===== config.mk =====
export PLATFORM = sky130hd
export DESIGN_NAME = tx_frame_sched_flat
export DESIGN_NICKNAME = d
export VERILOG_FILES = /design/src/rtl/tx_video_pkg.sv /design/src/rtl/tx_frame_sched_if.sv /design/src/rtl/tx_frame_stats.sv /design/src/rtl/tx_frame_sched.sv /design/src/flat_wrapper.sv
export SDC_FILE = /design/constraint.sdc
export NUM_CORES = 1
export LEC_CHECK = 0
export ABC_AREA = 1
export CAP_MARGIN = 20
export CORE_MARGIN = 2
export CORE_UTILIZATION = 40
export DETAILED_ROUTE_END_ITERATION = 7
export PLACE_DENSITY = 0.82
export SETUP_SLACK_MARGIN = 0.05
export SLEW_MARGIN = 25
export SYNTH_ARGS = -nofsm -noshare
export SYNTH_HDL_FRONTEND = slang
export SYNTH_SLANG_ARGS = --single-unit

===== constraint.sdc =====
create_clock -name clk -period 2.17 [get_ports clk]
set_input_delay 0.3255 -clock clk [delete_from_list [all_inputs] [get_ports clk]]
set_output_delay 0.3255 -clock clk [all_outputs]
set_load 0.02 [all_outputs]

===== src/rtl/tx_video_pkg.sv =====
// Shared definitions for the Tx video scheduling path: source ids, scheduler
// state encoding and the AXI4-Stream video beat carried through the muxes.
package tx_video_pkg;

    localparam logic SRC_LIVE   = 1'b0;
    localparam logic SRC_SYNTH  = 1'b1;
    localparam int   VID_DATA_W = 32;

    typedef enum logic [0:0] {
        SYNC = 1'b0,
        PASS = 1'b1
    } sched_state_e;

    typedef struct packed {
        logic [VID_DATA_W-1:0] tdata;
        logic                  tlast;
        logic                  tuser;
    } vid_beat_t;

endpackage


===== src/rtl/tx_frame_sched_if.sv =====
// AXI4-Stream video link (tdata/tvalid/tready/tlast/tuser) used for both
// scheduler inputs and its output.
interface tx_frame_sched_if #(
    parameter int DATA_W = 32
) ();

    logic [DATA_W-1:0] tdata;
    logic              tvalid;
    logic              tready;
    logic              tlast;
    logic              tuser;

    modport master (output tdata, output tvalid, output tlast, output tuser, input tready);
    modport slave  (input tdata, input tvalid, input tlast, input tuser, output tready);

endinterface


===== src/rtl/tx_frame_stats.sv =====
// Frame statistics on the scheduler output: frames started, lines in the
// frame being sent, and line count of the previously completed frame.
module tx_frame_stats
    import tx_video_pkg::*;
#(
    parameter int FCNT_W = 16,
    parameter int LCNT_W = 12
) (
    input  logic              clk,
    input  logic              rst,
    input  logic              hs_strobe,
    input  logic              tuser,
    input  logic              tlast,
    output logic [FCNT_W-1:0] frame_cnt,
    output logic [LCNT_W-1:0] last_lines
);

    localparam logic [FCNT_W-1:0] FCNT_ONE  = {{(FCNT_W-1){1'b0}}, 1'b1};
    localparam logic [LCNT_W-1:0] LCNT_ONE  = {{(LCNT_W-1){1'b0}}, 1'b1};
    localparam logic [LCNT_W-1:0] LCNT_ZERO = {LCNT_W{1'b0}};
    localparam logic [LCNT_W-1:0] LCNT_MAX  = {LCNT_W{1'b1}};

    logic [FCNT_W-1:0] frame_cnt_r;
    logic [LCNT_W-1:0] line_cnt_r;
    logic [LCNT_W-1:0] last_lines_r;

    // Counters advance only on accepted output beats; an SOF that is also a
    // line end (one-line frame) opens the new frame already at one line.
    always_ff @(posedge clk or posedge rst) begin
        if (rst) begin
            frame_cnt_r  <= {FCNT_W{1'b0}};
            line_cnt_r   <= LCNT_ZERO;
            last_lines_r <= LCNT_ZERO;
        end else if (hs_strobe && tuser) begin
            frame_cnt_r  <= frame_cnt_r + FCNT_ONE;
            last_lines_r <= line_cnt_r;
            line_cnt_r   <= tlast ? LCNT_ONE : LCNT_ZERO;
        end else if (hs_strobe && tlast && (line_cnt_r != LCNT_MAX)) begin
            line_cnt_r   <= line_cnt_r + LCNT_ONE;
        end
    end

    assign frame_cnt  = frame_cnt_r;
    assign last_lines = last_lines_r;

endmodule


===== src/rtl/tx_frame_sched.sv =====
// Frame-aligned two-source scheduler for the Tx video output: source changes
// are taken only at a start-of-frame, so frames are never split.
module tx_frame_sched
    import tx_video_pkg::*;
#(
    parameter int DATA_W        = VID_DATA_W,
    parameter int FCNT_W        = 16,
    parameter int LCNT_W        = 12,
    parameter bit DROP_INACTIVE = 1'b1
) (
    input  logic              clk,
    input  logic              rst,
    input  logic              sel_req,
    tx_frame_sched_if.slave   s0_axis_video,
    tx_frame_sched_if.slave   s1_axis_video,
    tx_frame_sched_if.master  m_axis_video,
    output logic              sel_active,
    output logic              switch_pending,
    output logic [FCNT_W-1:0] frame_cnt,
    output logic [LCNT_W-1:0] last_lines
);

    sched_state_e state_r;
    sched_state_e state_nxt_s;
    logic         sel_active_r;
    logic         sel_active_nxt_s;

    vid_beat_t    act_beat_s;
    logic         act_tvalid_s;
    logic         act_tready_s;
    logic         inact_tready_s;
    logic         switch_pending_s;
    logic         gate_s;
    logic         m_tvalid_s;
    logic         hs_s;

    // Active-source mux; the datapath is combinational end to end.
    always_comb begin
        act_beat_s   = '{tdata: {VID_DATA_W{1'b0}}, tlast: 1'b0, tuser: 1'b0};
        act_tvalid_s = 1'b0;
        if (sel_active_r == SRC_SYNTH) begin
            act_beat_s.tdata = VID_DATA_W'(s1_axis_video.tdata);
            act_beat_s.tlast = s1_axis_video.tlast;
            act_beat_s.tuser = s1_axis_video.tuser;
            act_tvalid_s     = s1_axis_video.tvalid;
        end else begin
            act_beat_s.tdata = VID_DATA_W'(s0_axis_video.tdata);
            act_beat_s.tlast = s0_axis_video.tlast;
            act_beat_s.tuser = s0_axis_video.tuser;
            act_tvalid_s     = s0_axis_video.tvalid;
        end
    end

    // A pending request only blocks the active source when it shows an SOF.
    assign switch_pending_s = (sel_req != sel_active_r);
    assign gate_s           = switch_pending_s & act_tvalid_s & act_beat_s.tuser;

    // State register.
    always_ff @(posedge clk or posedge rst) begin
        if (rst) begin
            state_r      <= SYNC;
            sel_active_r <= SRC_LIVE;
        end else begin
            state_r      <= state_nxt_s;
            sel_active_r <= sel_active_nxt_s;
        end
    end

    // Next-state logic; ownership changes only on a gated SOF in PASS.
    always_comb begin
        state_nxt_s      = state_r;
        sel_active_nxt_s = sel_active_r;
        case (state_r)
            SYNC: begin
                if (act_tvalid_s && act_beat_s.tuser) begin
                    state_nxt_s = PASS;
                end else begin
                    state_nxt_s = SYNC;
                end
            end
            PASS: begin
                if (gate_s) begin
                    state_nxt_s      = SYNC;
                    sel_active_nxt_s = sel_req;
                end else begin
                    state_nxt_s      = PASS;
                end
            end
            default: begin
                state_nxt_s      = SYNC;
                sel_active_nxt_s = SRC_LIVE;
            end
        endcase
    end

    // Output logic; SYNC drains partial-frame beats but leaves the SOF in place.
    always_comb begin
        m_tvalid_s   = 1'b0;
        act_tready_s = 1'b0;
        case (state_r)
            SYNC: begin
                m_tvalid_s   = 1'b0;
                act_tready_s = ~(act_tvalid_s & act_beat_s.tuser);
            end
            PASS: begin
                m_tvalid_s   = act_tvalid_s & ~gate_s;
                act_tready_s = m_axis_video.tready & ~gate_s;
            end
            default: begin
                m_tvalid_s   = 1'b0;
                act_tready_s = 1'b0;
            end
        endcase
    end

    // Both sources are held off while reset is asserted.
    assign inact_tready_s = rst ? 1'b0 : DROP_INACTIVE;

    assign s0_axis_video.tready = rst ? 1'b0 :
                                  ((sel_active_r == SRC_LIVE)  ? act_tready_s : inact_tready_s);
    assign s1_axis_video.tready = rst ? 1'b0 :
                                  ((sel_active_r == SRC_SYNTH) ? act_tready_s : inact_tready_s);

    assign m_axis_video.tdata  = DATA_W'(act_beat_s.tdata);
    assign m_axis_video.tlast  = act_beat_s.tlast;
    assign m_axis_video.tuser  = act_beat_s.tuser;
    assign m_axis_video.tvalid = m_tvalid_s;

    assign hs_s = m_tvalid_s & m_axis_video.tready;

    tx_frame_stats #(
        .FCNT_W (FCNT_W),
        .LCNT_W (LCNT_W)
    ) u_stats (
        .clk        (clk),
        .rst        (rst),
        .hs_strobe  (hs_s),
        .tuser      (act_beat_s.tuser),
        .tlast      (act_beat_s.tlast),
        .frame_cnt  (frame_cnt),
        .last_lines (last_lines)
    );

    assign sel_active     = sel_active_r;
    assign switch_pending = switch_pending_s;

endmodule

===== src/flat_wrapper.sv =====
// flat-port wrapper written by rule: the top's interface ports become plain ports
module tx_frame_sched_flat import tx_video_pkg::*;
#(
    parameter int DATA_W        = VID_DATA_W,
    parameter int FCNT_W        = 16,
    parameter int LCNT_W        = 12,
    parameter bit DROP_INACTIVE = 1'b1
)
  (clk, rst, sel_req, sel_active, switch_pending, frame_cnt, last_lines, s0_axis_video_tdata, s0_axis_video_tvalid, s0_axis_video_tlast, s0_axis_video_tuser, s0_axis_video_tready, s1_axis_video_tdata, s1_axis_video_tvalid, s1_axis_video_tlast, s1_axis_video_tuser, s1_axis_video_tready, m_axis_video_tdata, m_axis_video_tvalid, m_axis_video_tlast, m_axis_video_tuser, m_axis_video_tready);
  tx_frame_sched_if #(.DATA_W(DATA_W)) s0_axis_video_i ();
  tx_frame_sched_if #(.DATA_W(DATA_W)) s1_axis_video_i ();
  tx_frame_sched_if #(.DATA_W(DATA_W)) m_axis_video_i ();
  input  logic clk;
  input  logic rst;
  input  logic sel_req;
  output logic sel_active;
  output logic switch_pending;
  output logic [FCNT_W-1:0] frame_cnt;
  output logic [LCNT_W-1:0] last_lines;
  input wire logic [$bits(s0_axis_video_i.tdata)-1:0] s0_axis_video_tdata;
  input wire logic [$bits(s0_axis_video_i.tvalid)-1:0] s0_axis_video_tvalid;
  input wire logic [$bits(s0_axis_video_i.tlast)-1:0] s0_axis_video_tlast;
  input wire logic [$bits(s0_axis_video_i.tuser)-1:0] s0_axis_video_tuser;
  output wire logic [$bits(s0_axis_video_i.tready)-1:0] s0_axis_video_tready;
  input wire logic [$bits(s1_axis_video_i.tdata)-1:0] s1_axis_video_tdata;
  input wire logic [$bits(s1_axis_video_i.tvalid)-1:0] s1_axis_video_tvalid;
  input wire logic [$bits(s1_axis_video_i.tlast)-1:0] s1_axis_video_tlast;
  input wire logic [$bits(s1_axis_video_i.tuser)-1:0] s1_axis_video_tuser;
  output wire logic [$bits(s1_axis_video_i.tready)-1:0] s1_axis_video_tready;
  output wire logic [$bits(m_axis_video_i.tdata)-1:0] m_axis_video_tdata;
  output wire logic [$bits(m_axis_video_i.tvalid)-1:0] m_axis_video_tvalid;
  output wire logic [$bits(m_axis_video_i.tlast)-1:0] m_axis_video_tlast;
  output wire logic [$bits(m_axis_video_i.tuser)-1:0] m_axis_video_tuser;
  input wire logic [$bits(m_axis_video_i.tready)-1:0] m_axis_video_tready;
  assign s0_axis_video_i.tdata = s0_axis_video_tdata;
  assign s0_axis_video_i.tvalid = s0_axis_video_tvalid;
  assign s0_axis_video_i.tlast = s0_axis_video_tlast;
  assign s0_axis_video_i.tuser = s0_axis_video_tuser;
  assign s0_axis_video_tready = s0_axis_video_i.tready;
  assign s1_axis_video_i.tdata = s1_axis_video_tdata;
  assign s1_axis_video_i.tvalid = s1_axis_video_tvalid;
  assign s1_axis_video_i.tlast = s1_axis_video_tlast;
  assign s1_axis_video_i.tuser = s1_axis_video_tuser;
  assign s1_axis_video_tready = s1_axis_video_i.tready;
  assign m_axis_video_tdata = m_axis_video_i.tdata;
  assign m_axis_video_tvalid = m_axis_video_i.tvalid;
  assign m_axis_video_tlast = m_axis_video_i.tlast;
  assign m_axis_video_tuser = m_axis_video_i.tuser;
  assign m_axis_video_i.tready = m_axis_video_tready;
  tx_frame_sched #(.DATA_W(DATA_W), .FCNT_W(FCNT_W), .LCNT_W(LCNT_W), .DROP_INACTIVE(DROP_INACTIVE)) u_core (.clk(clk), .rst(rst), .sel_req(sel_req), .s0_axis_video(s0_axis_video_i), .s1_axis_video(s1_axis_video_i), .m_axis_video(m_axis_video_i), .sel_active(sel_active), .switch_pending(switch_pending), .frame_cnt(frame_cnt), .last_lines(last_lines));
endmodule

==> summary.txt <==
Outcome
  • Run status: finished clean

Worst setup path
  • Critical path type: register to primary output
  • R2R depth: 9
  • CP startpoint: u_core.sel_active
  • Kind of end point of the critical path: primary output
  • Critical R2R Capture: u_core.u_stats.line_cnt_r[7]
  • Endpoint arrival time on the critical path: around 1700 ps
  • Worst Path Required: ~1800 ps
  • Startpoint Class: register
  • Reg-to-reg critical path startpoint: u_core.sel_active
  • Setup crit end: switch_pending
  • Reg2reg setup slack: roughly 370 ps
  • Worst Path Max Fanout: 7

STA
  • Max Transition Viols Final: 0
  • Slew at the pin closest to its max-slew limit: 521.9 ps
  • Slack of the critical path: approximately 120 ps
  • Fin Clk Skew: 9.420 ps
  • Fraction of the cycle the final worst path needs: a little over nine tenths
  • Setup violators final: 0
  • Max Clock Freq: 0.4880 GHz
  • Unrepaired setup endpoints after global routing: yes
  • Count of final hold-check violations: 0
  • Final hold slack: between 200 and 300 ps
  • Minimum clock period after layout: 2049 ps
  • Worst slew slack as a fraction of its limit: 65.21%

Clock tree
  • Maximum clock insertion buffer count: 2
  • Number of hold-repair buffers added at the cts stage: 0
  • Num Clock Sinks: 42
  • Clock root buffer master: sky130_fd_sc_hd__clkbuf_8
  • CTS H-tree depth: 2
  • Worst skew pair latency: ~300 ps
  • CTS buffer count: 5
  • Clock tree from TritonCTS: done
  • Clock-pin slew on the worst setup and hold paths: approximately 80 ps

Route
  • Starting DRC count in detailed routing: about 160
  • Number of nets with antenna violations after detailed routing: 0
  • Via total after detailed routing: 3,110
  • Total Routed Length: approximately 8300 um
  • Post-route DRC: 0
  • Vias/cell: between 4 and 5
  • Final routed wire length divided by cell count: ~13 um
  • Detailed-router iteration count before antenna repair: 4

Final layout
  • Most frequent cells in the layout: sky130_fd_sc_hd__nand2_1, sky130_fd_sc_hd__clkdlybuf4s50_1, sky130_fd_sc_hd__dfrtp_1, sky130_fd_sc_hd__nand3_1, sky130_fd_sc_hd__inv_1
  • Area added between synthesis and finish: 59.30%
  • Total Nets Final: 625
  • Commonest non-fill, non-tap cell in the layout: sky130_fd_sc_hd__nand2_1
  • ANT cells: 0
  • Fraction of layout instances using a drive strength above 1: under 10%
  • Non-filler instance count after layout: 630

Pwr
  • Final Power: between 0.003 and 0.004 W
  • Largest voltage drop on the vdd net: ~0.42 mV
  • Lkg Pwr: around 2.2 nW
  • Power per Cell Area: approximately 900 nW/um2

Floorplanning
  • Chip Height: between 80 and 90 um
  • Initial cell density of the core: between 40% and 50%
  • Die boundary width: between 80 and 90 um
  • CORE AREA: between 6000 and 7000 um2
  • Die area: between 7000 and 8000 um2
  • Standard-cell row count: 30
  • Ports placed on the boundary: 141

Global routing
  • Pin count of the biggest net entering global routing: 42
  • Global-route wire length before repair: about 14,000 um
  • Tot GR Track Use: roughly 23%
  • Global route overflow: 0
  • Initial antenna violation count: 0
  • Vias in the first global route: between 3,000 and 4,000

Synthesis
  • Library cells used by synthesis: 22
  • Synthesized area divided by synthesized cell count: ~6.7 um2
  • Post-synthesis sequential element count: 42
  • Cell Area, Synth: ~2700 um2
  • Net count of the mapped netlist: 480
  • Cell count after synthesis: around 400
  • Synth warnings: 0
  • Sequential element share of the synthesized area: around 39%

Placed design
  • Pre-CTS setup slack: -308.5 ps
  • Detailed placement HPWL: 6508 um
  • Final RePlAce weighted congestion: 0.8471
  • Port Buffers: 140
  • Post-placement cell count: about 620

Min path
  • Class of the worst hold path: input pin to async pin

Run
  • Count of max-cap constraint violations: 0
-- what timing repair did --
item                       in CTS  in global routing
gates resized for setup        40                 14
setup buffers                   0                  1
pin swaps                       0                  1
setup endpoints to repair      37                 13
-- cells by family after synthesis --
logic type / after synthesis / share of synthesized area [%]
simple gates: 267 / 41.71
buf+inv: 49 / 8.084
flops: 42 / 38.59
compound gates: 25 / 4.593
xor+xnor: 19 / 6.109
fa+ha+maj: 2 / 0.9185
-- critical path, stage by stage, from the launching register on --
cell and delay (ps):
sky130_fd_sc_hd__dfrtp_2 480, sky130_fd_sc_hd__inv_4 100, sky130_fd_sc_hd__nand2_1 70, sky130_fd_sc_hd__nand2_2 60, sky130_fd_sc_hd__buf_4 120, sky130_fd_sc_hd__clkdlybuf4s50_1 600
-- Yosys cell counts --
library cell,n,area (um2)
sky130_fd_sc_hd__nor2_2,4,25.02
sky130_fd_sc_hd__clkbuf_1,5,18.77
sky130_fd_sc_hd__inv_2,5,18.77
sky130_fd_sc_hd__nand3b_1,6,45.04
sky130_fd_sc_hd__o21ai_1,2,10.01
sky130_fd_sc_hd__nand2_1,191,716.9
sky130_fd_sc_hd__nand4_1,10,62.56
sky130_fd_sc_hd__nand2_2,2,12.51
sky130_fd_sc_hd__inv_1,27,101.4
sky130_fd_sc_hd__xor2_1,16,140.1
sky130_fd_sc_hd__xnor2_1,3,26.28
sky130_fd_sc_hd__o21ai_0,23,115.1
sky130_fd_sc_hd__buf_2,5,25.02
sky130_fd_sc_hd__ha_1,2,25.02
sky130_fd_sc_hd__dfrtp_1,42,1051
sky130_fd_sc_hd__nor3_1,5,25.02
sky130_fd_sc_hd__nand3_1,28,140.1
sky130_fd_sc_hd__nor2_1,19,71.32
sky130_fd_sc_hd__buf_6,4,45.04
sky130_fd_sc_hd__nand4_4,1,21.27
sky130_fd_sc_hd__nor3_4,1,16.27
sky130_fd_sc_hd__buf_1,3,11.26
-- layout make-up --
| cell class | count | area (um2) |
|---|---|---|
| fillers | 607 | 2342 |
| repair buffers | 155 | 1510 |
| multi-input cells | 313 | 1459 |
| flip-flops and latches | 42 | 1052 |
| inverters | 32 | 122.6 |
| well taps | 80 | 100.1 |
| clock buffers | 6 | 82.58 |
| clock inverters | 2 | 12.51 |
-- registers in the layout, summed over array words and instances, names as in the netlist --
register                   count
u_core.sel_active              1
u_core.state_r                 1
u_core.u_stats.frame_cnt      16
u_core.u_stats.last_lines     12
u_core.u_stats.line_cnt_r     12
-- metal layers --
layer  global-route usage, %  wire, um  vias up  share of wire (%)
met1                   25.21      3307     1421                 40
met5                       0         0        -                  0
li1                        -         -     1546                  -
met4                   9.659       347        0                4.2
met2                   40.28      4069      119                 49
met3                   6.000       624       24                7.5
-- through the flow --
| step | util [%] | setup TNS, ps | area, um2 |
|---|---|---|---|
| 4_1_cts | 64.29 | 0 | 4295 |
| 6_report | 64.94 | 0 | 4339 |
| 2_1_floorplan | - | 0 | 2724 |
| 3_3_place_gp | 63.31 | -490.9 | 4230 |
| 3_5_place_dp | 63.31 | -691.1 | 4230 |
| 5_1_grt | 64.94 | 0 | 4339 |
-- report_power, final --
group          internal [W]  leakage [nW]  switching (W)
registers          0.000923         0.558       0.000176
clock network      0.000256        0.0472       0.000279
logic              0.000955          1.61        0.00130
total               0.00213          2.21        0.00175
-- how the worst min path moves through the flow --
stage,end,slack (ps),start,cells past startpoint
detailed placement,u_core.u_stats.last_lines[2],460,u_core.u_stats.last_lines[2],2
CTS,u_core.sel_active,270,rst,2
global route,u_core.sel_active,280,rst,2
global placement,u_core.u_stats.last_lines[2],460,u_core.u_stats.last_lines[2],2
finish,u_core.sel_active,280,rst,2
floorplan,u_core.sel_active,490,sel_req,2
(Power assumes the default switching activity.)
